### src/rtl/mnist_layer_sequencer.sv
// rtl/mnist_layer_sequencer.sv - Avalon-MM layer sequencer driving the MNIST accelerator core
// Optional SEQ_WATCHDOG_EN: WAIT-state watchdog that returns to IDLE and flags timeout.
module mnist_layer_sequencer #(
  parameter int          MAX_LAYERS    = 4,
  parameter logic [15:0] WEIGHT_STRIDE = 16'h0400,
  parameter logic [23:0] WDT_CYCLES    = 24'd5000000
) (
  input  logic        clk,
  input  logic        reset,
  input  logic        chipselect,
  input  logic        write,
  input  logic        read,
  input  logic [2:0]  address,
  input  logic [7:0]  writedata,
  output logic [7:0]  readdata,
  input  logic [7:0]  pixel_data,
  input  logic [31:0] acc_image_idx,
  output logic [15:0] mem_idx,
  output logic        acc_go,
  output logic [2:0]  acc_layer_index,
  output logic [15:0] acc_data_address,
  output logic [15:0] acc_weight_address,
  input  logic [2:0]  acc_done,
  output logic        busy
);

  typedef enum logic [2:0] {IDLE, LOAD, GO, WAIT, GAP, FINISH} state_t;
  localparam logic [2:0] MAX_L = 3'(MAX_LAYERS);

  state_t      state;
  logic [15:0] sw_ptr, data_addr, weight_addr, weight_base, layer_offset;
  logic [2:0]  num_layers, num_snap, layer, last_done_code;
  logic        done, aborted, timeout;
  logic        wr, rd, start, abort, count_ok;
  logic        unused_bits;

  assign wr           = chipselect & write;
  assign rd           = chipselect & read;
  assign start        = wr && (address == 3'd2) && writedata[0];
  assign abort        = wr && (address == 3'd2) && writedata[1];
  assign count_ok     = (num_layers != 3'd0) && (num_layers <= MAX_L);
  assign layer_offset = 16'(layer) * WEIGHT_STRIDE;
  assign mem_idx      = busy ? acc_image_idx[15:0] : sw_ptr;
  assign unused_bits  = ^{acc_image_idx[31:16], WDT_CYCLES};

`ifdef SEQ_WATCHDOG_EN
  logic [23:0] wdt_cnt;
`endif

  always_ff @(posedge clk) begin
    if (reset) begin
      state              <= IDLE;
      sw_ptr             <= 16'h0;
      data_addr          <= 16'h0;
      weight_addr        <= 16'h0;
      weight_base        <= 16'h0;
      num_layers         <= 3'd0;
      num_snap           <= 3'd0;
      layer              <= 3'd0;
      last_done_code     <= 3'd0;
      done               <= 1'b0;
      aborted            <= 1'b0;
      timeout            <= 1'b0;
      readdata           <= 8'h0;
      acc_go             <= 1'b0;
      acc_layer_index    <= 3'd0;
      acc_data_address   <= 16'h0;
      acc_weight_address <= 16'h0;
      busy               <= 1'b0;
`ifdef SEQ_WATCHDOG_EN
      wdt_cnt            <= 24'd0;
`endif
    end else begin
      acc_go <= 1'b0;

      // Pixel pointer is always writable; configuration is frozen while a sequence runs.
      if (wr) begin
        case (address)
          3'd0: sw_ptr[7:0]  <= writedata;
          3'd1: sw_ptr[15:8] <= writedata;
          3'd3: if (!busy) num_layers        <= writedata[2:0];
          3'd4: if (!busy) data_addr[7:0]    <= writedata;
          3'd5: if (!busy) data_addr[15:8]   <= writedata;
          3'd6: if (!busy) weight_addr[7:0]  <= writedata;
          3'd7: if (!busy) weight_addr[15:8] <= writedata;
          default: ;
        endcase
      end

      if (rd) begin
        case (address)
          3'd0:    readdata <= {1'b0, layer, timeout, aborted, done, busy};
          3'd1:    readdata <= pixel_data;
          3'd2:    readdata <= {5'b0, layer};
          3'd3:    readdata <= {5'b0, last_done_code};
          3'd4:    readdata <= data_addr[7:0];
          3'd5:    readdata <= data_addr[15:8];
          3'd6:    readdata <= weight_addr[7:0];
          default: readdata <= weight_addr[15:8];
        endcase
      end

      if (abort && state != IDLE) begin
        state   <= IDLE;
        busy    <= 1'b0;
        aborted <= 1'b1;
      end else begin
        case (state)
          IDLE: begin
            if (start && !abort) begin
              if (count_ok) begin
                state            <= LOAD;
                busy             <= 1'b1;
                layer            <= 3'd0;
                done             <= 1'b0;
                aborted          <= 1'b0;
                timeout          <= 1'b0;
                num_snap         <= num_layers;
                acc_data_address <= data_addr;
                weight_base      <= weight_addr;
              end else begin
                aborted <= 1'b1;
              end
            end
          end
          LOAD: begin
            acc_layer_index    <= layer;
            acc_weight_address <= weight_base + layer_offset;
            state              <= GO;
          end
          GO: begin
            acc_go <= 1'b1;
            state  <= WAIT;
`ifdef SEQ_WATCHDOG_EN
            wdt_cnt <= 24'd0;
`endif
          end
          WAIT: begin
            if (acc_done != 3'd0) begin
              last_done_code <= acc_done;
              state          <= (layer == num_snap - 3'd1) ? FINISH : GAP;
            end
`ifdef SEQ_WATCHDOG_EN
            else if (wdt_cnt == WDT_CYCLES - 24'd1) begin
              state   <= IDLE;
              busy    <= 1'b0;
              timeout <= 1'b1;
            end else begin
              wdt_cnt <= wdt_cnt + 24'd1;
            end
`endif
          end
          GAP: begin
            // Never re-arm the core until it has released its done code.
            if (acc_done == 3'd0) begin
              layer <= layer + 3'd1;
              state <= LOAD;
            end
          end
          FINISH: begin
            done  <= 1'b1;
            busy  <= 1'b0;
            state <= IDLE;
          end
          default: begin
            state <= IDLE;
            busy  <= 1'b0;
          end
        endcase
      end
    end
  end

endmodule

### config.mk
export PLATFORM = sky130hd
export DESIGN_NAME = mnist_layer_sequencer
export DESIGN_NICKNAME = d
export VERILOG_FILES = /design/src/rtl/mnist_layer_sequencer.sv
export SDC_FILE = /design/constraint.sdc
export NUM_CORES = 1
export LEC_CHECK = 0
export ABC_AREA = 1
export CAP_MARGIN = 20
export CELL_PAD_IN_SITES_DETAIL_PLACEMENT = 1
export CELL_PAD_IN_SITES_GLOBAL_PLACEMENT = 1
export CORE_AREA = 2 2 112 136
export DETAILED_ROUTE_END_ITERATION = 12
export DIE_AREA = 0 0 114 138
export PLACE_DENSITY = 0.85
export SKIP_LAST_GASP = 1
export SLEW_MARGIN = 20
export SYNTH_ARGS = -nofsm -noshare
export SYNTH_HDL_FRONTEND = slang
export SYNTH_SLANG_ARGS = --single-unit
### constraint.sdc
create_clock -name clk -period 2.6 [get_ports clk]
set_clock_uncertainty 0.2 [all_clocks]
set_input_delay 0.52 -clock clk [delete_from_list [all_inputs] [get_ports clk]]
set_output_delay 0.52 -clock clk [all_outputs]
set_load 0.01 [all_outputs]
# Word-level counts from Yosys, hierarchy flattened
# Cells that the tools add are included.
dict set report classes {
  n_mul 0
  mux 23
  bitwise_logic 5
  order_cmp 1
  n_reduce_logical 34
  shift 0
  add_sub_neg 3
  div 0
  n_eq_ne 17
}
# cell count
set ops {}
lappend ops {{case mux 8 bit (7 select lines)} 1}
lappend ops {{two-way mux 3 bit} 7}
lappend ops {{AND reduction 3 bit} 7}
lappend ops {{equality test 3 bit (second input constant)} 6}
lappend ops {{adder 16 x 13 -> 16 bit} 1}
lappend ops {{two-way mux 16 bit} 1}
lappend ops {{case mux 3 bit (5 select lines)} 1}
lappend ops {{equality test 3 x 2 -> 1 bit (second input constant)} 4}
lappend ops {{AND reduction 4 bit} 3}
lappend ops {{two-way mux 1 bit} 10}
lappend ops {{zero test 3 bit} 3}
lappend ops {{nonzero test 3 bit} 3}
lappend ops {{inequality test 2 bit (second input constant)} 4}
lappend ops {{AND reduction 2 bit} 4}
lappend ops {{nonzero test 2 bit} 4}
lappend ops {{equality test 3 x 1 -> 1 bit (second input constant)} 2}
lappend ops {{logical AND 1 bit} 6}
lappend ops {{case mux 3 bit (2 select lines)} 1}
lappend ops {{AND reduction 5 bit} 1}
lappend ops {{case mux 1 bit (2 select lines)} 2}
lappend ops {{OR reduction 4 bit} 1}
lappend ops {{adder 3 x 1 -> 3 bit (second input constant)} 1}
lappend ops {{equality test 3 bit} 1}
lappend ops {{less-or-equal comparator 3 bit (second input constant)} 1}
lappend ops {{other kinds (5)} 8}
dict set report totals {
  memories 0
  latchBits 0
  word_cells 103
  reg_bits 126
  romBits 0
  ram_bits 0
  out_inout_bits 61
  inputBits 59
}

# Depth between registers and ports, before layout
dict set report logic_depth {
  ltp_word 8
  mapped_depth 11
  ltp_nobuf 11
}

# Worst setup path before layout
# No wires, ideal clock.
dict set report synth_timing {
  kind {input port to flip-flop}
  from {input port address[0]}
  to {register acc_data_address[0]}
  path_stages 11
  setup_ns 0.113
  arrival_ns 1.491
  t_required_ns 2.287
  setup_slack_ns 0.796
  cell_sequence {buf_6 -> clkinv_2 -> nand2_4 -> nor2_8 -> nand3_4 -> nor2_4 -> nand2_2 -> buf_6 -> buf_6 -> nor2_2 -> nor2_1}
}
dict set report synth_via {
  elab_chain_cells 6
  elab_cells_between_ends 9
  cone_classes {1 x eq/ne; 1 x bitwise; 7 x reduce/logical}
}
# item line_no
set synth_rtl {}
lappend synth_rtl {{from (decl)} 13} ;# input logic [2:0] address,
lappend synth_rtl {{equality test 3 x 2 -> 1 bit (*)} {39, 40}}
lappend synth_rtl {{logical AND 1 bit (*)} {39, 40}}
lappend synth_rtl {{logical AND 1 bit} 40} ;# assign abort = wr && (address == 3'd2) && writedata[1];
lappend synth_rtl {{zero test 1 bit or logical AND 1 bit (tied branches)} {110, 103}}
lappend synth_rtl {{logical AND 1 bit or NOT 1 bit (tied branches)} --}
lappend synth_rtl {{AND reduction 4 bit (no source line) (*)} --}
lappend synth_rtl {{to (signal assigned)} 119} ;# acc_data_address <= data_addr;
lappend synth_rtl {{to (decl)} 21} ;# output logic [15:0] acc_data_address,
# Every way passes the cells marked *; elsewhere a longest branch is shown, timed or not.
# A chain may end at the register's enable or synchronous reset.

# Worst setup path in the final report
dict set report layout_timing {
  from {register busy}
  to {output port mem_idx[14]}
}
dict set report layout_via {
  elab_chain_cells 1
}
# item line_no
set layout_rtl {}
lappend layout_rtl {{from (decl)} 24} ;# output logic busy
lappend layout_rtl {{from (signal assigned)} 69} ;# busy <= 1'b0;
lappend layout_rtl {{from (signal assigned)} 105} ;# busy <= 1'b0;
lappend layout_rtl {{from (signal assigned)} 113} ;# busy <= 1'b1;
lappend layout_rtl {{two-way mux 16 bit} 43} ;# assign mem_idx = busy ? acc_image_idx[15:0] : sw_ptr;
lappend layout_rtl {{to (decl)} 18} ;# output logic [15:0] mem_idx,
# No other way between the ends.

==> impl_results.md <==
- Critical path, cell by cell: buf_12, clkinvlp_4, nand2_1, nand2_1, clkdlybuf4s50_1
- Worst path top cell family by delay: buffers and inverters
- H-tree depth: 4
- Worst min path class: reg -> reg
- Fin Setup TNS: 0 ns
- Critical Path RT: 1.88 ns
- Core Region: between 0.01 and 0.015 mm2
- First-pass GRT wire length: around 30000 um
- Max-slew headroom: 0.625
- Critical Setup Path Class: reg -> out
- Yosys reg bits: between 100 and 150
- Status: finished, final reports clean
- Final Hold Vio Count: 0
- Skew-Pair Late Insertion Delay: 0.42 ns
- Slack of the critical path: between 0.1 and 0.15 ns
- Routing usage on met2: 0.408
- Worst vdd ir: about 0.42 mV
- Layout area overhead: 35.8%
- Setup violations, final: 0
- Critical Path End Type: output pin
- Detailed Routing Iterations Pass 1: 4
- CTS tree: yes
- TritonCTS Buffers: 17
- Ant. Diodes: 0
- Post-Syn Instances: slightly below 800
- Largest net degree at the start of global routing: 58
- Total Wirelength: 18500 um
- Input/output buffers: roughly 100
- Worst R2R Start: num_layers[0]
- PwrDens: between 600 and 700 mW/mm2
- Share of layout cells above drive strength 1: 0.104
- RePlAce Congestion: between 0.8 and 0.9
- IO Pins: 120
- R2r setup slk: slightly above 0.7 ns
- # clock sinks: ~130
- Die Ht: between 100 and 150 um
- Register area share after synthesis: 0.456
- Crit-path max cell delay: ~0.47 ns
- Syn Std Cell Area: between 0.005 and 0.006 mm2
- Worst Hold Depth: 2
- Total grt overflow: 0
- Initial Util: 0.379
- Placement Rows: 49
- Leak: about 3.3 nW
- Finished Core Util: 0.515
- Nets: about 960
- GRT Max-Usage Layer: met2
- Initial DRC Count: about 270
- Ys Warns: 0
- Synth Net Count: 839
- Period utilisation layout: 0.959
- Tot Pwr: 4.69 mW
- Count of pins over their slew limit: 0
- Post-synthesis area per instance: 7.15 um2
- Die Width: between 100 and 150 um
- CP Data Arrival Time: 1.77 ns
- Place WS: 0.0107 ns
- Final worst path period need: about 2.5 ns
- Crit start category: register
- Crit Reg-Reg Endpoint: weight_base[6]
- Clock root cell: clkbuf_16
- Distinct cell type count after synthesis: 33
- Post-route ant nets: 0
- FMAX: approximately 400 MHz
- Hold endpoint: sw_ptr[0]
- Worst Tran Pin Value: between 0.5 and 0.6 ns
- FF-to-FF path depth: 8
- Met3 usage: 0.0447
- Initial antenna violation count: 0
- Worst-case clock buffer depth: 2
- Number of global-route vias before repair: between 5k and 6k
- DIE AREA: 0.0157 mm2
- Drt wl/cell: about 17 um
- Crit path top cell by count: nand2_1
- Unrepaired setup endpoints after global routing: false
- Vias: about 5.5k
- CP max stage cell: clkdlybuf4s50_1
- Max cap viols: 0
- Post-DP HPWL: between 10000 and 15000 um
- Vias per cell: roughly 5
- Grt met1 use: 0.287
- Worst path buffer plus inverter count: 3
- # DRC: 0
- Worst-path fanout max: 14
- CTS clk-pin slew, worst paths: ~0.06 ns
- Hold path start: sw_ptr[0]
- Overall global routing resource usage: 0.239
[cells by family after synthesis]
| logic type | share of synthesized area |
|---|---|
| XOR/XNOR | 0.00949 |
| flip-flops | 0.456 |
| AND/OR/NAND/NOR | 0.285 |
| AO/OA/AOI/OAI | 0.159 |
| adder cells (fa/ha/maj) | 0.0149 |
| buffers and inverters | 0.0764 |
[synth_stat cells (all sizes together)]
master    n  area share
nand3    23       0.024
nor3      3      0.0027
clkinv    2      0.0018
inv      55       0.037
and3      2      0.0023
nand3b    4      0.0054
nand4     7      0.0079
nand2   130       0.090
xor2      3      0.0047
ha        5       0.011
dfxtp   126        0.46
a31oi     2      0.0023
xnor2     3      0.0047
clkbuf   18       0.012
or2       1      0.0011
nor2    201        0.15
a21oi    48       0.044
o21ai   124        0.11
fa        1      0.0036
buf      16       0.025
[sequential cells by signal, indices dropped and copies added, names as in the netlist, 8 cells and up]
| register | flops |
|---|---|
| readdata | 8 |
| weight_addr | 16 |
| weight_base | 16 |
| acc_weight_address | 16 |
| acc_data_address | 16 |
| sw_ptr | 16 |
| data_addr | 16 |
[final cells by class]
type | count | area (um2)
clock buffer | 19 | 443
clock inverter | 13 | 164
fill | 1823 | 7070
inverter | 57 | 220
multi-input combinational | 557 | 2590
sequential | 126 | 2530
tap | 178 | 223
timing repair buffer | 133 | 1350
[what timing repair did]
item | in CTS | in global routing
buffers inserted | 0 | 1
hold buffers | 0 | 0
endpoints found under the setup margin | 0 | 8
gates resized for setup | 0 | 4
[cells in the final DEF, fill, tap and decap left out, types with 2 or more instances in the layout]
| cell type | Yosys | final |
|---|---|---|
| clkbuf_16 | 0 | 18 |
| inv_2 | 3 | 4 |
| nor2_8 | 2 | 2 |
| inv_1 | 52 | 50 |
| xor2_1 | 3 | 3 |
| nand3b_1 | 4 | 4 |
| clkinvlp_4 | 0 | 3 |
| a31oi_1 | 2 | 2 |
| clkinv_4 | 0 | 4 |
| xnor2_1 | 3 | 3 |
| nand2_1 | 127 | 127 |
| ha_1 | 5 | 5 |
| o21ai_1 | 14 | 14 |
| buf_12 | 0 | 6 |
| dfxtp_1 | 126 | 125 |
| nor3_1 | 3 | 3 |
| a21oi_1 | 47 | 47 |
| clkdlybuf4s50_1 | 0 | 102 |
| and3_1 | 2 | 2 |
| nor2_2 | 13 | 13 |
| nand2_2 | 2 | 2 |
| nand3_1 | 21 | 21 |
| o21ai_0 | 109 | 109 |
| bufinv_16 | 0 | 3 |
| clkinv_2 | 2 | 5 |
| nand4_1 | 7 | 7 |
| buf_4 | 1 | 23 |
| nor2_4 | 2 | 2 |
| nor2_1 | 184 | 184 |
[stage by stage]
step | instances | hold WS (ns) | area [um2]
final | 1083 | 0.246 | 7520
after global routing | 1083 | 0.286 | 7520
after CTS | 1081 | 0.252 | 7480
after detailed placement | 1049 | 0.244 | 6870
after global placement | 1049 | 0.236 | 6870
after floorplan | 774 | 0.224 | 5540
[power by group]
group / internal (mW) / switching [mW] / total (mW)
clock: 1.53 / 0.907 / 2.44
combinational: 0.124 / 0.152 / 0.276
sequential: 1.95 / 0.0184 / 1.97
total: 3.61 / 1.08 / 4.69
[per-layer routing]
metal / vias up / part of all wire
met5: - / 0
met4: 0 / 0.036
met3: 44 / 0.048
met2: 155 / 0.49
met1: 2626 / 0.43
li1: 2722 / -
[worst register-to-register path: stages, from the launching register on]
cell and delay, ns:
dfxtp_1 0.32, nor2_1 0.15, xor2_1 0.20, inv_1 0.08, nand2_2 0.21, clkinv_2 0.16
buf_12 0.17, o21ai_0 0.20, nor2_1 0.08
[worst max path at each step]
stage	to	from	slack [ns]	cells after the start
floorplan	acc_data_address[0]	address[0]	0.80	11
global placement	data_addr[2]	address[1]	0.11	8
detailed placement	data_addr[7]	address[1]	0.01	8
CTS	mem_idx[9]	busy	0.02	5
global route	mem_idx[14]	busy	0.006	5
finish	mem_idx[14]	busy	0.11	5
(Power assumes the default switching activity.)
